File: config.mk
export PLATFORM = sky130hd
export DESIGN_NAME = serial_add_ctrl_flat
export DESIGN_NICKNAME = d
export VERILOG_FILES = /design/src/rtl/serial_add_ctrl_if.sv /design/src/rtl/serial_add_ctrl.sv /design/src/flat_wrapper.sv
export SDC_FILE = /design/constraint.sdc
export NUM_CORES = 1
export LEC_CHECK = 0
export CAP_MARGIN = 20
export CORE_UTILIZATION = 51
export DETAILED_ROUTE_END_ITERATION = 10
export MAX_ROUTING_LAYER = met4
export PLACE_DENSITY = 0.81
export SLEW_MARGIN = 20
export SYNTH_ARGS = -nofsm -noshare
export SYNTH_HDL_FRONTEND = slang
export SYNTH_SLANG_ARGS = --single-unit
File: constraint.sdc
create_clock -name clk -period 1.65 [get_ports clk]
set_clock_uncertainty 0.15 [all_clocks]
set_input_delay 0.4125 -clock clk [delete_from_list [all_inputs] [get_ports clk]]
set_output_delay 0.4125 -clock clk [all_outputs]
set_load 0.02 [all_outputs]
File: src/rtl/serial_add_ctrl_if.sv
// serial_add_ctrl_if: request/response handshake bundle for the bit-serial adder.
interface serial_add_ctrl_if #(parameter int WIDTH = 8);
    logic             start_valid;
    logic             start_ready;
    logic [WIDTH-1:0] op_a;
    logic [WIDTH-1:0] op_b;
    logic             res_valid;
    logic             res_ready;
    logic [WIDTH-1:0] res_sum;
    logic             res_cout;
    logic             busy;

    modport master (
        output start_valid, op_a, op_b, res_ready,
        input  start_ready, res_valid, res_sum, res_cout, busy
    );

    modport slave (
        input  start_valid, op_a, op_b, res_ready,
        output start_ready, res_valid, res_sum, res_cout, busy
    );
endinterface

File: src/rtl/serial_add_ctrl.sv
// serial_add_ctrl: bit-serial adder sequencing one full-adder slice over WIDTH cycles.
module half_adder (
    input  logic a_i,
    input  logic b_i,
    output logic s_o,
    output logic c_o
);
    assign s_o = a_i ^ b_i;
    assign c_o = a_i & b_i;
endmodule

module serial_add_ctrl #(
    parameter int WIDTH = 8
) (
    input logic               clk,
    input logic               rst_n,
    serial_add_ctrl_if.slave  bus
);
    localparam int CW = $clog2(WIDTH);

    typedef enum logic [1:0] {IDLE, RUN, DONE} state_t;

    state_t           state_q, state_d;
    logic [WIDTH-1:0] sa_q, sa_d, sb_q, sb_d, ps_q, ps_d, sum_q, sum_d;
    logic [CW-1:0]    cnt_q, cnt_d;
    logic             c_q, c_d, cout_q, cout_d;
    logic             hs, hc0, s, hc1, cy;

    // Full-adder slice: two half adders plus an OR for the carry.
    half_adder u_ha0 (.a_i(sa_q[0]), .b_i(sb_q[0]), .s_o(hs), .c_o(hc0));
    half_adder u_ha1 (.a_i(hs),      .b_i(c_q),     .s_o(s),  .c_o(hc1));
    assign cy = hc0 | hc1;

    always_ff @(posedge clk) begin
        if (!rst_n) begin
            state_q <= IDLE;
            sa_q    <= '0;
            sb_q    <= '0;
            ps_q    <= '0;
            sum_q   <= '0;
            cnt_q   <= '0;
            c_q     <= 1'b0;
            cout_q  <= 1'b0;
        end else begin
            state_q <= state_d;
            sa_q    <= sa_d;
            sb_q    <= sb_d;
            ps_q    <= ps_d;
            sum_q   <= sum_d;
            cnt_q   <= cnt_d;
            c_q     <= c_d;
            cout_q  <= cout_d;
        end
    end

    always_comb begin
        state_d = state_q;
        sa_d    = sa_q;
        sb_d    = sb_q;
        ps_d    = ps_q;
        sum_d   = sum_q;
        cnt_d   = cnt_q;
        c_d     = c_q;
        cout_d  = cout_q;
        case (state_q)
            IDLE: if (bus.start_valid) begin
                sa_d    = bus.op_a;
                sb_d    = bus.op_b;
                ps_d    = '0;
                c_d     = 1'b0;
                cnt_d   = '0;
                state_d = RUN;
            end
            RUN: begin
                ps_d = {s, ps_q[WIDTH-1:1]};
                sa_d = sa_q >> 1;
                sb_d = sb_q >> 1;
                c_d  = cy;
                // Counter holds on the last bit so it never wraps.
                if (cnt_q == CW'(WIDTH - 1)) begin
                    sum_d   = {s, ps_q[WIDTH-1:1]};
                    cout_d  = cy;
                    state_d = DONE;
                end else begin
                    cnt_d = cnt_q + 1'b1;
                end
            end
            DONE: state_d = bus.res_ready ? IDLE : DONE;
            default: state_d = IDLE;
        endcase
    end

    assign bus.start_ready = (state_q == IDLE);
    assign bus.res_valid   = (state_q == DONE);
    assign bus.busy        = (state_q != IDLE);
    assign bus.res_sum     = sum_q;
    assign bus.res_cout    = cout_q;
endmodule

File: src/flat_wrapper.sv
// flat-port wrapper written by rule: the top's interface ports become plain ports
module serial_add_ctrl_flat 
#(
    parameter int WIDTH = 8
)
  (clk, rst_n, bus_start_valid, bus_op_a, bus_op_b, bus_res_ready, bus_start_ready, bus_res_valid, bus_res_sum, bus_res_cout, bus_busy);
  serial_add_ctrl_if #(.WIDTH(WIDTH)) bus_i ();
  input logic clk;
  input logic rst_n;
  input wire logic [$bits(bus_i.start_valid)-1:0] bus_start_valid;
  input wire logic [$bits(bus_i.op_a)-1:0] bus_op_a;
  input wire logic [$bits(bus_i.op_b)-1:0] bus_op_b;
  input wire logic [$bits(bus_i.res_ready)-1:0] bus_res_ready;
  output wire logic [$bits(bus_i.start_ready)-1:0] bus_start_ready;
  output wire logic [$bits(bus_i.res_valid)-1:0] bus_res_valid;
  output wire logic [$bits(bus_i.res_sum)-1:0] bus_res_sum;
  output wire logic [$bits(bus_i.res_cout)-1:0] bus_res_cout;
  output wire logic [$bits(bus_i.busy)-1:0] bus_busy;
  assign bus_i.start_valid = bus_start_valid;
  assign bus_i.op_a = bus_op_a;
  assign bus_i.op_b = bus_op_b;
  assign bus_i.res_ready = bus_res_ready;
  assign bus_start_ready = bus_i.start_ready;
  assign bus_res_valid = bus_i.res_valid;
  assign bus_res_sum = bus_i.res_sum;
  assign bus_res_cout = bus_i.res_cout;
  assign bus_busy = bus_i.busy;
  serial_add_ctrl #(.WIDTH(WIDTH)) u_core (.clk(clk), .rst_n(rst_n), .bus(bus_i));
endmodule
==> results_dict.tcl <==
set metrics [dict create \
    dpl.cell_count 238 \
    worstRegToRegCells 5 \
    maxCapViolCount 0 \
    path_class "reg2out" \
    seq_area_frac_synth_pct 45.51 \
    final_nets 224 \
    crit_path_cell_trace "dlygate4sd2_1" \
    io_pins 32 \
    syn_inst 162 \
    postPlaceCellArea_um2 2062 \
    finalNonFillerCells 245 \
    ys_top_cells_by_area "dfxtp_1, mux2i_1, o211a_1" \
    grt_pass1_wl_um 5085 \
    core_area_um2 3078 \
    clock-root-buffer "clkbuf_4" \
    hold_buffers 0 \
    grt_pass1_vias 1191 \
    rsz0062_at_grt "no" \
    synth_edf_count 0 \
    clock.fmax_mhz 629.7 \
    initial_utilization_pct 54.31 \
    yosysTopAreaCellShare_pct 45.51 \
    grt_overflow_total 0 \
    cts_tree "built" \
    rows 20 \
    worst_hold_startpoint "u_core.bus.res_sum[4]" \
    die_area_um2 3511 \
    crit_buf_inv 1 \
    leakagePower_nw 0.9881 \
    diodes 0 \
    rrSetupSlack_ps 110 \
    clockBufferDepth 2 \
    powerDensity_nw_per_um2 878.2 \
    syn_nets 185 \
    synth_top_flop_cell "dfxtp_1" \
    worst_hold_path.num_cells 2 \
    syn_area_um2 1672 \
    rr_startpoint "u_core.state_q[0]" \
    cp-end-kind "output pin" \
    finalMaxSlewViolations 0 \
    critPathArrivalTime_ps 1030 \
    drc 0 \
    synthArstFlopShare_pct 0 \
    synth_top_area_cell "dfxtp_1" \
    place.detailed.hpwl_um 2314 \
    final_hold_viol_count 0 \
    area_growth_pct 27.02 \
    ys_ff_latch 38 \
    min_period_ps 1588 \
    regToRegEndpoint "u_core.bus.res_sum[1]" \
    hold_path_end "u_core.bus.res_sum[4]" \
    worst_ep_required_time_ps 1090 \
    clock_latency_ps 340 \
    worst_slew_pin_slew_ps 284.3 \
    die_h_um 59.25 \
    place_congestion 0.7849 \
    antenna_found_initial 0 \
    avgRoutedWirePerCell_um 12.76 \
    htreeDepth 2 \
    outcome "completed" \
    antenna_left 0 \
    setup_viol 0 \
    yosysUniqueCellTypes 28 \
    drive_gt1_share_pct 15.42 \
    ys_warn_count 0 \
    path_max_fanout 2 \
    fillCellCount 260 \
    start_kind "flip-flop" \
    timing.final.crit_share_pct 96.25 \
    synth_area_per_cell_um2 10.32 \
    dr.pass1.iters 4 \
    wl_um 3126 \
    clkTransAtPathRegs_ps 110 \
    vdd_drop_max_v 0.0006124 \
    port_buffers 31 \
    dieWidth_um 59.25 \
    grt_use_total_pct 20.48 \
    slowest_stage "dfxtp_1" \
    slowest_delay_ps 360 \
    path_delay_family "flip-flops" \
    grt_max_degree 25 \
    slew_headroom_pct 80.99 \
    cts_buffers 5 \
    finish.instance_area_um2 2123 \
    vias 1291 \
    drt-initial-drc-count 49 \
    viasPerCell 5.269 \
    cts_num_sinks 38 \
    min_path_type "reg2reg" \
]
power breakdown:
| part | switching [W] | internal, W | leakage [nW] |
|---|---|---|---|
| combinational | 0.000106 | 0.000140 | 0.633 |
| sequential | 0.0000252 | 0.000958 | 0.311 |
| clock | 0.000283 | 0.000353 | 0.0443 |
| total | 0.000414 | 0.00145 | 0.988 |
cell families after synthesis:
| kind of cell | count (synthesis) | share of synthesized area (%) |
|---|---|---|
| buffers and inverters | 13 | 5.464 |
| and+or+nand+nor | 52 | 16.02 |
| muxes | 15 | 9.057 |
| adders and majority gates | 3 | 2.694 |
| DFF | 38 | 45.51 |
| AOI/OAI and AO/OA | 41 | 21.26 |
area by class of cell:
| cell class | instances | area, µm² | share of cell area (%) |
|---|---|---|---|
| inverter | 1 | 3.754 | 0.1768 |
| multi-input combinational | 111 | 824.5 | 38.83 |
| sequential | 38 | 762.0 | 35.89 |
| timing repair buffer | 44 | 396.6 | 18.68 |
| clock buffer | 6 | 51.30 | 2.416 |
| clock inverter | 1 | 30.03 | 1.414 |
| tap | 44 | 55.05 | 2.593 |
cells in the final DEF (no fill, tap or decap), drive strengths merged, types with 6 or more instances in the layout:
cell type and count:
dfxtp 38, nand2 25, clkdlybuf4s50 19, buf 16
mux2i 14, o211a 14, a21boi 13, nor2b 10
nand3 9, dlygate4sd2 9, a22oi 8, clkbuf 6
synthesized netlist by cell type, types with 3 or more instances:
cell and number:
a21boi_1 11, a22oi_1 8, buf_2 4, buf_6 3
clkbuf_1 3, dfxtp_1 38, mux2i_1 14, nand2_1 25
nand3_1 9, nor2b_1 10, o211a_1 14
what timing repair did:
item	in CTS	in global routing
resized for setup	21	3
pin swaps	1	0
endpoints found under the setup margin	12	1
setup buffers	0	0
metal layers:
layer / track usage (%) / part of all wire, % / vias up
met5: - / 0 / -
met4: 8.163 / 1.5 / 0
met1: 24.83 / 47 / 599
li1: - / - / 659
met3: 6.550 / 4.7 / 6
met2: 31.46 / 47 / 27
worst max-delay path by stage:
stage	startpoint	endpoint	slack, ps	cells past startpoint
final	u_core.bus.res_sum[1]	bus_res_sum[1]	60	1
after global routing	u_core.state_q[1]	bus_res_valid	7	2
after CTS	u_core.state_q[1]	bus_res_valid	10	2
after detailed placement	rst_n	u_core.bus.res_sum[1]	-150	3
after global placement	bus_start_valid	u_core.sa_q[0]	-100	4
after floorplan	u_core.state_q[0]	bus_busy	50	4
metrics by stage:
step	setup TNS (ps)	hold WS (ps)	worst slack, ps	util (%)	power (W)
after floorplan	0	292.2	53.44	-	0.001163
after global placement	-2196	293.0	-102.8	66.99	0.001240
after detailed placement	-3045	300.6	-146.8	66.99	0.001254
after CTS	0	313.7	11.27	68.78	0.001879
after global routing	0	325.3	7.213	68.98	0.001940
final	0	308.2	61.87	68.98	0.001865
state kept, by name, indices dropped and copies added (netlist names):
signal	cells
u_core.sa_q	8
u_core.c_q	1
u_core.sb_q	8
u_core.bus.res_cout	1
u_core.ps_q	7
u_core.cnt_q	3
u_core.bus.res_sum	8
u_core.state_q	2
Power figures use the tool's default switching activity.
